### src/rtl/controle_valvula_nivel_pkg.sv
// Shared state codes, threshold types and helpers for the
// tank inlet-valve sequencer.
package controle_valvula_nivel_pkg;

    localparam int LARG_ESTADO = 3;

    localparam logic [LARG_ESTADO-1:0] FECHADA  = 3'd0;
    localparam logic [LARG_ESTADO-1:0] ENCHENDO = 3'd1;
    localparam logic [LARG_ESTADO-1:0] MANUAL   = 3'd2;
    localparam logic [LARG_ESTADO-1:0] CRITICO  = 3'd3;
    localparam logic [LARG_ESTADO-1:0] FALHA    = 3'd4;

    typedef logic [5:0] dist_t;

    typedef struct packed {
        dist_t crit;
        dist_t alto;
        dist_t baixo;
    } limiares_t;

    // Thresholds are distances: overflow is nearest the sensor.
    function automatic logic config_invalida(input limiares_t l);
        return !((l.crit < l.alto) && (l.alto < l.baixo));
    endfunction

endpackage

### src/rtl/controle_valvula_nivel_contador_confirmacao.sv
// Saturating confirmation counter; done marks the sample
// that reaches (or holds) the count N.
module contador_confirmacao #(
    parameter int N = 3
) (
    input  logic clock,
    input  logic reset,
    input  logic clr,
    input  logic en,
    output logic done
);

    logic [3:0] cnt;

    always_ff @(posedge clock) begin
        if (!reset || clr)
            cnt <= '0;
        else if (en && cnt != 4'(N))
            cnt <= cnt + 4'd1;
    end

    // Independent of clr so the caller may clear on the state change it causes.
    assign done = en && (cnt >= 4'(N - 1));

endmodule

### src/rtl/controle_valvula_nivel.sv
// Inlet-valve sequencer: confirmation filtering, hysteresis,
// overflow protection and sensor-timeout safety.
module controle_valvula_nivel
    import controle_valvula_nivel_pkg::*;
#(
    parameter int N_CONFIRM      = 3,
    parameter int TIMEOUT_CICLOS = 50000000
) (
    input  logic                   clock,
    input  logic                   reset,
    input  logic                   medida_pronta,
    input  logic [5:0]             distancia,
    input  logic [5:0]             nv_crit,
    input  logic [5:0]             nv_alto,
    input  logic [5:0]             nv_baixo,
    input  logic                   manual,
    input  logic                   abrir_valv,
    output logic                   valvula,
    output logic                   alarme_critico,
    output logic                   erro_sensor,
    output logic                   erro_config,
    output logic [LARG_ESTADO-1:0] db_estado
);

    localparam int LT = $clog2(TIMEOUT_CICLOS + 1);

    logic [LARG_ESTADO-1:0] estado;
    logic [LARG_ESTADO-1:0] estado_nxt;
    logic [LT-1:0]          cnt_to;
    limiares_t              lim;
    logic                   timeout;
    logic                   abaixo_crit;
    logic                   acima_alto;
    logic                   crit_en;
    logic                   crit_clr;
    logic                   crit_done;
    logic                   conf_qual;
    logic                   conf_en;
    logic                   conf_clr;
    logic                   conf_done;
    logic [LARG_ESTADO-1:0] destino_saida;

    assign lim         = '{crit: nv_crit, alto: nv_alto, baixo: nv_baixo};
    assign timeout     = (estado != FALHA) &&
                         (cnt_to == LT'(TIMEOUT_CICLOS - 1));
    assign abaixo_crit = distancia <= nv_crit;
    assign acima_alto  = distancia > nv_alto;
    assign destino_saida = manual ? MANUAL : FECHADA;

    always_ff @(posedge clock) begin
        if (!reset || medida_pronta || estado == FALHA)
            cnt_to <= '0;
        else
            cnt_to <= cnt_to + LT'(1);
    end

    // Critical detection runs in every state but FALHA; CRITICO holds it clear.
    assign crit_en  = medida_pronta && abaixo_crit &&
                      (estado != FALHA) && (estado != CRITICO);
    assign crit_clr = (estado == FALHA) || (estado == CRITICO) || timeout ||
                      (medida_pronta && !abaixo_crit);

    contador_confirmacao #(.N(N_CONFIRM)) u_crit (
        .clock (clock),
        .reset (reset),
        .clr   (crit_clr),
        .en    (crit_en),
        .done  (crit_done)
    );

    always_comb begin
        conf_qual = 1'b0;
        case (estado)
            FECHADA:  conf_qual = (distancia >= nv_baixo) && !erro_config;
            ENCHENDO: conf_qual = distancia <= nv_alto;
            CRITICO:  conf_qual = acima_alto;
            default:  conf_qual = 1'b0;
        endcase
    end

    assign conf_en  = medida_pronta && conf_qual;
    assign conf_clr = (medida_pronta && !conf_qual) || (estado_nxt != estado);

    contador_confirmacao #(.N(N_CONFIRM)) u_conf (
        .clock (clock),
        .reset (reset),
        .clr   (conf_clr),
        .en    (conf_en),
        .done  (conf_done)
    );

    always_comb begin
        estado_nxt = estado;
        if (timeout) begin
            estado_nxt = FALHA;
        end else if (estado == FALHA) begin
            if (medida_pronta)
                estado_nxt = destino_saida;
        end else if (crit_done) begin
            estado_nxt = CRITICO;
        end else begin
            case (estado)
                CRITICO: begin
                    if (conf_done)
                        estado_nxt = destino_saida;
                end
                MANUAL: begin
                    if (!manual)
                        estado_nxt = FECHADA;
                end
                FECHADA, ENCHENDO: begin
                    if (erro_config)
                        estado_nxt = FECHADA;
                    else if (manual)
                        estado_nxt = MANUAL;
                    else if (conf_done)
                        estado_nxt = (estado == FECHADA) ? ENCHENDO : FECHADA;
                end
                default: estado_nxt = FECHADA;
            endcase
        end
    end

    always_ff @(posedge clock) begin
        if (!reset) begin
            estado         <= FECHADA;
            valvula        <= 1'b0;
            alarme_critico <= 1'b0;
            erro_sensor    <= 1'b0;
            erro_config    <= 1'b0;
        end else begin
            estado         <= estado_nxt;
            valvula        <= (estado_nxt == ENCHENDO) ||
                              ((estado_nxt == MANUAL) && abrir_valv);
            alarme_critico <= estado_nxt == CRITICO;
            erro_sensor    <= estado_nxt == FALHA;
            erro_config    <= config_invalida(lim);
        end
    end

    assign db_estado = estado;

endmodule

### config.mk
export PLATFORM = sky130hd
export DESIGN_NAME = controle_valvula_nivel
export DESIGN_NICKNAME = d
export VERILOG_FILES = /design/src/rtl/controle_valvula_nivel_pkg.sv /design/src/rtl/controle_valvula_nivel_contador_confirmacao.sv /design/src/rtl/controle_valvula_nivel.sv
export SDC_FILE = /design/constraint.sdc
export NUM_CORES = 1
export LEC_CHECK = 0
export BUFFER_PORTS_ARGS = -buffer_cell sky130_fd_sc_hd__buf_2
export CORE_MARGIN = 4
export CORE_UTILIZATION = 33
export DETAILED_ROUTE_END_ITERATION = 6
export PLACE_DENSITY = 0.6
export SYNTH_ARGS = -nofsm -noshare
export SYNTH_HDL_FRONTEND = slang
export SYNTH_SLANG_ARGS = --single-unit
### constraint.sdc
create_clock -name clock -period 3.2 [get_ports clock]
set_input_delay 0.64 -clock clock [delete_from_list [all_inputs] [get_ports clock]]
set_output_delay 0.64 -clock clock [all_outputs]
set_load 0.03 [all_outputs]
Yosys cells after proc, flatten, opt, wreduce, memory -nomap -nowiden
Index checks and enable logic that the tools add are counted.
Operators by class
  add/subtract/negate cells: 3
  $lt $le $gt $ge: 8
  equal/unequal tests: 14
  mux-type cells: 13
  reductions and logical operators: 30
Operator list (number)
  $mux 3: 9
  $add 26x1->26 const B: 1
  $eq 26x26->1 const B: 1
  $logic_and 1x1->1: 14
  $eq 3x2->1 const B: 4
  $le 6x6->1: 2
  $lt 6x6->1: 2
  $logic_or 1x1->1: 9
  $pmux 3 s3: 1
  $add 4x1->4 const B: 2
  $ge 4x2->1 const B: 2
  $ne 4x2->1 const B: 2
  $eq 3x1->1 const B: 2
  $eq 3x3->1 const B: 2
  $ge 6x6->1: 1
  $gt 6x6->1: 1
  $logic_not 1->1: 5
  $logic_not 3->1: 1
  $ne 3x2->1 const B: 1
  $ne 3x3->1: 1
  $ne 3x3->1 const B: 1
  $pmux 1 s3: 1
  $mux 2: 1
  $reduce_or 2->1: 1
  $mux 1: 1
Storage, ports and cells
  flip-flop bits (word level): 41
  input bits: 29
  output and inout port bits: 7
  word-level logic and storage cells: 76

Depth between registers and ports, before layout
Gate-level depths: netlist of run 1.
  word-level depth: 15
  gate-level depth with buffers: 9
  depth with buffers taken out: 9

Hierarchy
From an unflattened synthesis of run 1, not the netlist that was laid out.
Second synthesis, totals
  cell total of the unflattened synthesis: 319
  area total of the unflattened synthesis: 2801.4 um^2
By module, submodules not included
  controle_valvula_nivel: instances 1, cells an instance 271, area each 2353.5 um^2, sequential area each 660.6 um^2
  contador_confirmacao: instances 2, cells an instance 24, area each 224.0 um^2, sequential area each 80.1 um^2

Worst setup path before layout of run 1
Ideal clock, no wire load.
  path kind: input to register
  start: in nv_crit[2]
  end: reg u_conf.cnt[1]
  library setup time: 0.103 ns
  arrival time: 2.581 ns
  data required time: 3.097 ns
  slack: 0.516 ns
  stages on the path: 9
  buffers on the path: 0
  cells stage by stage: inv_1 > ha_1 > a21oi_1 > a21oi_1 > o22a_1 > nor3_1 > and2b_2 > a221o_1 > a2111oi_2
On the way
  word-level cells in the longest chain between the ends: 11
Ends and longest elaborated chain
  start, declared: RTL line controle_valvula_nivel.sv:13  | input logic [5:0] nv_crit,
  $le 6x6->1: RTL line controle_valvula_nivel.sv:46  | assign abaixo_crit = distancia <= nv_crit;
  $logic_and 1x1->1 (2 in a row): RTL line controle_valvula_nivel.sv:58  | assign crit_en = medida_pronta && abaixo_crit &&
  $logic_and 1x1->1: RTL line controle_valvula_nivel.sv:59  | (estado != FALHA) && (estado != CRITICO);
  $logic_and 1x1->1: RTL line controle_valvula_nivel_contador_confirmacao.sv:23  | assign done = en && (cnt >= 4'(N - 1));
  $mux 3: RTL line controle_valvula_nivel.sv:99  | end else if (crit_done) begin
  $mux 3: RTL line controle_valvula_nivel.sv:96  | end else if (estado == FALHA) begin
  $mux 3: RTL line controle_valvula_nivel.sv:94  | if (timeout) begin
  $ne 3x3->1: RTL line controle_valvula_nivel.sv:82  | assign conf_clr = (medida_pronta && !conf_qual) || (estado_nxt != estado);
  $logic_or 1x1->1: RTL line controle_valvula_nivel.sv:82
  $logic_or 1x1->1: RTL line controle_valvula_nivel_contador_confirmacao.sv:16  | if (!reset || clr)
  end signal, assigned: RTL line controle_valvula_nivel_contador_confirmacao.sv:19  | cnt <= cnt + 4'd1;
  end, declared: RTL line controle_valvula_nivel_contador_confirmacao.sv:13  | logic [3:0] cnt;
Every way passes these cells.
A chain may end at the register's enable or synchronous reset.

Final worst setup path of run 1
  start: in distancia[2]
  end: reg u_conf.cnt[1]
On the way
  word-level cells in the longest chain between the ends: 15
  elaborated cells between the ends (all ways): 26
  those cells by class: order compare: 4; eq/ne: 1; mux: 9; reduce/logical: 12
Ends and longest elaborated chain
  start, declared: RTL line controle_valvula_nivel.sv:12  | input logic [5:0] distancia,
  $ge 6x6->1: RTL line controle_valvula_nivel.sv:74  | FECHADA: conf_qual = (distancia >= nv_baixo) && !erro_config;
  $logic_and 1x1->1: RTL line controle_valvula_nivel.sv:74
  $pmux 1 s3: RTL line controle_valvula_nivel.sv:73  | case (estado)
  $logic_and 1x1->1: RTL line controle_valvula_nivel.sv:81  | assign conf_en = medida_pronta && conf_qual;
  $logic_and 1x1->1: RTL line controle_valvula_nivel_contador_confirmacao.sv:23
  $mux 3: RTL line controle_valvula_nivel.sv:116  | else if (conf_done)
  $mux 3: RTL line controle_valvula_nivel.sv:114  | else if (manual)
  $mux 3: RTL line controle_valvula_nivel.sv:112  | if (erro_config)
  $pmux 3 s3: RTL line controle_valvula_nivel.sv:102  | case (estado)
  $mux 3: RTL line controle_valvula_nivel.sv:99
  $mux 3: RTL line controle_valvula_nivel.sv:96
  $mux 3: RTL line controle_valvula_nivel.sv:94
  $ne 3x3->1: RTL line controle_valvula_nivel.sv:82
  $logic_or 1x1->1: RTL line controle_valvula_nivel.sv:82
  $logic_or 1x1->1: RTL line controle_valvula_nivel_contador_confirmacao.sv:16
Parallel ways exist; a longest one is shown, timed or not.

==> flow_metrics.env, run 1 <==
export IMPL_status="completed"
export IMPL_dp_slack_ns=0.301
export IMPL_area_growth_pct=12.7
export IMPL_io_pins=36
export IMPL_end_kind="flop"
export IMPL_irDropWorstVdd_v=0.000238
export IMPL_hold_viol=0
export IMPL_cts_repair_resized=0
export IMPL_synthFlopType="dfxtp_1"
export IMPL_drive_gt1_share_pct=16.8
export IMPL_power_density_nw_per_um2=361
export IMPL_grt_pass1_vias=2386
export IMPL_die_y_um=101
export IMPL_crit_type="in -> reg"
export IMPL_grt_pass1_wl_um=10500
export IMPL_dr_pass1_iters=4
export IMPL_ys_seq_elements=41
export IMPL_rows=33
export IMPL_critPathMaxFanout=6
export IMPL_setup_ws_ns=0.599
export IMPL_die_w_um=101
export IMPL_cpMostUsedCell="a21oi_1"
export IMPL_synth_edf_count=0
export IMPL_synth_seq_area_share_pct=28.9
export IMPL_final_common_cell="nor2_1"
export IMPL_grt_overflow_total=0
export IMPL_cts_hold_buf=0
export IMPL_cts_sinks=41
export IMPL_synth_cell_area_um2=2840
export IMPL_drc=0
export IMPL_io_buffers=35
export IMPL_post_cts_buffers=0
export IMPL_max_freq_ghz=0.384
export IMPL_cp_slowest_cell="a221o_1"
export IMPL_h_tree_depth=2
export IMPL_worstPathCellList="buf_2 > ha_1 > a21oi_1 > a21oi_1 > o22a_1 > nor3_1 > and2b_2 > a221o_1 > a2111oi_2"
export IMPL_ys_warnings_count=0
export IMPL_path_delay_family="compound AO/OA/AOI/OAI gates"
export IMPL_grt_util_all_layers_pct=12.4
export IMPL_n_antenna_cell=0
export IMPL_cts_buffers=5
export IMPL_dp_hpwl_um=4660
export IMPL_tightest_slew_ns=0.597
export IMPL_cts_tree="done"
export IMPL_cp_required_ns=3.39
export IMPL_fillers=838
export IMPL_hp_class="reg -> reg"
export IMPL_core_region_area_um2=8300
export IMPL_nets=432
export IMPL_ant_nets=0
export IMPL_cap_violations=0
export IMPL_fin_worst_skew_ns=0.00611
export IMPL_max_clock_path_buffers=2
export IMPL_fin_area_um2=3200
export IMPL_drv_slew=0
export IMPL_ys_types=59
export IMPL_async_flop_share_pct=0
export IMPL_period_share_pct=81.3
export IMPL_syn_avg_cell_area_um2=8.50
export IMPL_cp_num_buf_inv=1
export IMPL_layout_common_cells="49 x nor2_1, 41 x dfxtp_1, 35 x buf_2"
export IMPL_vias=2364
export IMPL_worstSkewPairLatency_ns=0.29
export IMPL_start_util_pct=34.2
export IMPL_rsz0062_at_grt="no"
export IMPL_vias_per_cell=4.98
export IMPL_postSynthNetCount=396
export IMPL_antenna_found_initial=0
export IMPL_dpl_cell_area_um2=3090
export IMPL_routed_wirelength_um=5900
export IMPL_synthCells=334
export IMPL_gp_congestion=0.852
export IMPL_relSlewSlack_pct=59.7
export IMPL_max_stage_delay_ns=0.37
export IMPL_setup_tns_final_ns=0
export IMPL_leakage_nw=1.39
export IMPL_fin_crit_ns=2.60
export IMPL_finalSetupViolCount=0
export IMPL_cts_root_buf="clkbuf_8"
export IMPL_arrival_ns=2.79
export IMPL_wl_per_cell_um=12.4
export IMPL_startpoint_type="input pin"
export IMPL_grt_max_degree=27
export IMPL_path_clk_slew_ns=0.07
export IMPL_die_area_um2=10100
export IMPL_drt_initial_drc_count=95
-- cells by family after synthesis --
kind of cell | Yosys count | share of synthesized area (%)
AND/OR/NAND/NOR | 144 | 27.9
AO/OA/AOI/OAI | 53 | 13.8
flip-flops | 41 | 28.9
buffers and inverters | 34 | 5.78
adder cells (fa/ha/maj) | 33 | 14.6
XOR/XNOR | 28 | 8.64
multiplexers | 1 | 0.353
-- cell type report --
cell class | instances | area (um^2) | area share, %
sequential | 41 | 821 | 25.7
tap | 105 | 131 | 4.11
inverter | 26 | 97.6 | 3.05
clock inverter | 2 | 35.0 | 1.10
timing repair buffer | 37 | 190 | 5.95
clock buffer | 5 | 68.8 | 2.15
multi-input combinational | 259 | 1850 | 58.0
-- where the power goes --
group | switching [mW] | total (mW) | internal [mW]
registers | 0.0175 | 0.538 | 0.521
logic | 0.123 | 0.218 | 0.0956
clock network | 0.170 | 0.397 | 0.227
total | 0.310 | 1.15 | 0.843
-- worst reg2reg max path, cell delays in order (launching register included) --
cell	delay (ns)
dfxtp_1	0.40
inv_1	0.06
ha_1	0.19
o41ai_1	0.50
o311ai_0	0.25
and2b_2	0.25
a221o_1	0.37
a2111oi_2	0.28
-- per-stage QoR --
| step | util, % | instances | hold slack, ns | total power, mW |
|---|---|---|---|---|
| 3_3_place_gp | 37.3 | 468 | 0.459 | 0.766 |
| 5_1_grt | 38.5 | 475 | 0.514 | 1.23 |
| 2_1_floorplan | - | 334 | 0.438 | 0.706 |
| 4_1_cts | 38.5 | 475 | 0.478 | 1.17 |
| 3_5_place_dp | 37.3 | 468 | 0.460 | 0.769 |
| 6_report | 38.5 | 475 | 0.471 | 1.15 |
-- state kept, by name, indices dropped and copies added (netlist names) --
signal,count
cnt_to,26
u_conf.cnt,4
u_crit.cnt,4
db_estado,3
alarme_critico,1
erro_config,1
erro_sensor,1
valvula,1
-- synthesized netlist by cell type (2+ instances only) --
| master | number | share of area (%) |
|---|---|---|
| or3_1 | 3 | 0.66 |
| nor2_1 | 49 | 6.5 |
| inv_1 | 26 | 3.4 |
| o21ai_0 | 7 | 1.2 |
| nand4_1 | 8 | 1.8 |
| clkbuf_1 | 3 | 0.40 |
| ha_1 | 33 | 15 |
| nor4_4 | 2 | 1.5 |
| a211oi_1 | 4 | 1.1 |
| and3_1 | 10 | 2.2 |
| nand3_1 | 19 | 3.4 |
| dfxtp_1 | 41 | 29 |
| o22ai_1 | 2 | 0.44 |
| nand2b_1 | 6 | 1.3 |
| o41ai_1 | 2 | 0.62 |
| a2bb2oi_1 | 2 | 0.62 |
| a21boi_0 | 2 | 0.53 |
| a21oi_1 | 11 | 1.9 |
| nand2_1 | 18 | 2.4 |
| buf_6 | 3 | 1.2 |
| or2_2 | 2 | 0.44 |
| a21o_1 | 6 | 1.6 |
| xor2_1 | 15 | 4.6 |
| nor3_1 | 6 | 1.1 |
| and4_1 | 3 | 0.93 |
| nor4_1 | 4 | 0.88 |
| a31oi_1 | 2 | 0.44 |
| nor2b_1 | 2 | 0.44 |
| xnor2_1 | 13 | 4.0 |
-- worst paths after layout --
check                                   start             to  slack, ns  cells past startpoint
worst min-delay path                cnt_to[0]      cnt_to[0]       0.47                      1
worst max register to register  u_conf.cnt[0]  u_conf.cnt[1]       0.79                      7
worst min register to register      cnt_to[0]      cnt_to[0]       0.47                      1
worst max-delay path             distancia[2]  u_conf.cnt[1]       0.60                      9
-- metal layers --
layer  track usage (%)  part of all wire, %
met3              2.49                  2.9
met1              15.8                   50
met2              21.0                   46
met5                 0                    0
met4              3.83                 0.97
Power figures use the tool's default switching activity.
==> run 2, diff against run 1 <==
==> constraint.sdc (replaced) <==
create_clock -name clock -period 2.7 [get_ports clock]
set_input_delay 0.54 -clock clock [delete_from_list [all_inputs] [get_ports clock]]
set_output_delay 0.54 -clock clock [all_outputs]
set_load 0.03 [all_outputs]
==> flow_metrics.env, run 2 (same netlist as run 1, synthesis figures left out) <==
export IMPL_status="completed"
export IMPL_crit_type="in -> reg"
export IMPL_hp_class="reg -> reg"
export IMPL_cts_buffers=5
export IMPL_routed_wirelength_um=6070
export IMPL_grt_overflow_total=0
export IMPL_area_growth_pct=15.0
export IMPL_layout_common_cells="49 x nor2_1, 41 x dfxtp_1, 35 x buf_2"
export IMPL_fillers=860
export IMPL_reg2reg_to="u_conf.cnt[2]"
export IMPL_vias_per_cell=5.10
export IMPL_dp_hpwl_um=4870
export IMPL_power_density_nw_per_um2=425
export IMPL_rows=33
export IMPL_dr_pass1_iters=5
export IMPL_grt_pass1_wl_um=10700
export IMPL_end_kind="flop"
export IMPL_cp_required_ns=2.91
export IMPL_tightest_slew_ns=0.605
export IMPL_holdPathStages=1
export IMPL_final_common_cell="nor2_1"
export IMPL_startpoint_type="input pin"
export IMPL_nets=440
export IMPL_grt_pass1_vias=2458
export IMPL_period_share_pct=90.5
export IMPL_leakage_nw=1.43
export IMPL_ant_nets=0
export IMPL_reg_top3="cnt_to (26), u_conf.cnt (4), u_crit.cnt (4)"
export IMPL_fin_crit_ns=2.44
export IMPL_vias=2461
export IMPL_r2r_slack_ns=0.33
export IMPL_cts_root_buf="clkbuf_8"
export IMPL_grt_max_degree=27
export IMPL_setup_tns_final_ns=0
export IMPL_io_pins=36
export IMPL_finalSetupViolCount=0
export IMPL_fin_worst_skew_ns=0.0123
export IMPL_arrival_ns=2.66
export IMPL_irDropWorstVdd_v=0.000226
export IMPL_max_freq_ghz=0.409
export IMPL_cts_tree="done"
export IMPL_die_area_um2=10100
export IMPL_die_y_um=101
export IMPL_setup_ws_ns=0.257
export IMPL_largest_reg_flops=26
export IMPL_h_tree_depth=2
export IMPL_cts_sinks=41
export IMPL_critPathMaxFanout=5
export IMPL_antenna_found_initial=0
export IMPL_grt_util_all_layers_pct=12.6
export IMPL_cap_violations=0
export IMPL_die_w_um=101
export IMPL_regMostFlops="cnt_to"
export IMPL_dp_slack_ns=-0.0341
export IMPL_drt_initial_drc_count=82
export IMPL_max_clock_path_buffers=2
export IMPL_start_util_pct=34.2
export IMPL_path_clk_slew_ns=0.08
export IMPL_core_region_area_um2=8300
export IMPL_drv_slew=0
export IMPL_worstSkewPairLatency_ns=0.29
export IMPL_n_antenna_cell=0
export IMPL_hold_viol=0
export IMPL_rr_startpoint="db_estado[0]"
export IMPL_total_power_mw=1.39
export IMPL_relSlewSlack_pct=59.3
export IMPL_wl_per_cell_um=12.6
export IMPL_reg2regPathDepth=6
export IMPL_whs_endpoint="cnt_to[0]"
export IMPL_io_buffers=35
export IMPL_drive_gt1_share_pct=18.8
export IMPL_gp_congestion=0.807
export IMPL_rsz0062_at_grt="no"
export IMPL_post_cts_buffers=0
export IMPL_drc=0
export IMPL_min_delay_start="cnt_to[0]"
run 2: cell count changes in the layout (fill, tap and decap cells not counted):
cell and change:
o41ai_1 -1, o41ai_2 +1, buf_4 +8
run 2: timing repair:
action,CTS,global route
endpoints found under the setup margin,0,1
gates resized for setup,0,1
hold buffers,0,0
run 2: how the worst max path moves through the flow:
| stage | start | end | slack, ns |
|---|---|---|---|
| floorplan | nv_crit[2] | u_conf.cnt[1] | 0.12 |
| global placement | distancia[3] | u_conf.cnt[1] | 0.01 |
| detailed placement | nv_alto[5] | u_conf.cnt[2] | -0.03 |
| CTS | u_conf.cnt[0] | u_conf.cnt[1] | 0.25 |
| global route | nv_alto[4] | u_conf.cnt[1] | 0.09 |
| finish | nv_alto[5] | u_conf.cnt[2] | 0.26 |
run 2: critical path: stages:
cell	delay [ns]
buf_2	0.09
inv_1	0.05
ha_1	0.32
nand4_1	0.13
a21oi_1	0.19
nor2_1	0.08
o311a_2	0.39
and2_4	0.15
or4b_1	0.50
a211oi_1	0.20
run 2: power breakdown:
part	leakage [nW]	switching (mW)	internal, mW
logic	1.05	0.151	0.125
clock network	0.0540	0.204	0.269
registers	0.332	0.0201	0.617
run 2: routing by layer:
layer	GRT usage (%)	part of all wire [%]	vias up	wire (um)
met5	0	0	-	0
met1	15.7	47	1137	2820
li1	-	-	1270	-
met4	3.63	1.3	0	76
met3	2.49	3.8	4	228
met2	22.0	48	50	2950
run 2: layout make-up:
class | count | area, um^2 | share of cell area (%)
Sequential cell | 41 | 821 | 25.1
Inverter | 26 | 97.6 | 2.99
Multi-Input combinational cell | 259 | 1860 | 57.0
Clock buffer | 5 | 68.8 | 2.11
Timing Repair Buffer | 45 | 250 | 7.67
Clock inverter | 2 | 35.0 | 1.07
Tap cell | 105 | 131 | 4.02
run 2: metrics by stage:
stage	instance area [um^2]	instances	util (%)	hold WS (ns)
after floorplan	2840	334	-	0.438
after global placement	3150	476	38.0	0.456
after detailed placement	3150	476	38.0	0.468
after CTS	3260	483	39.2	0.486
after global routing	3260	483	39.3	0.534
final	3260	483	39.3	0.485
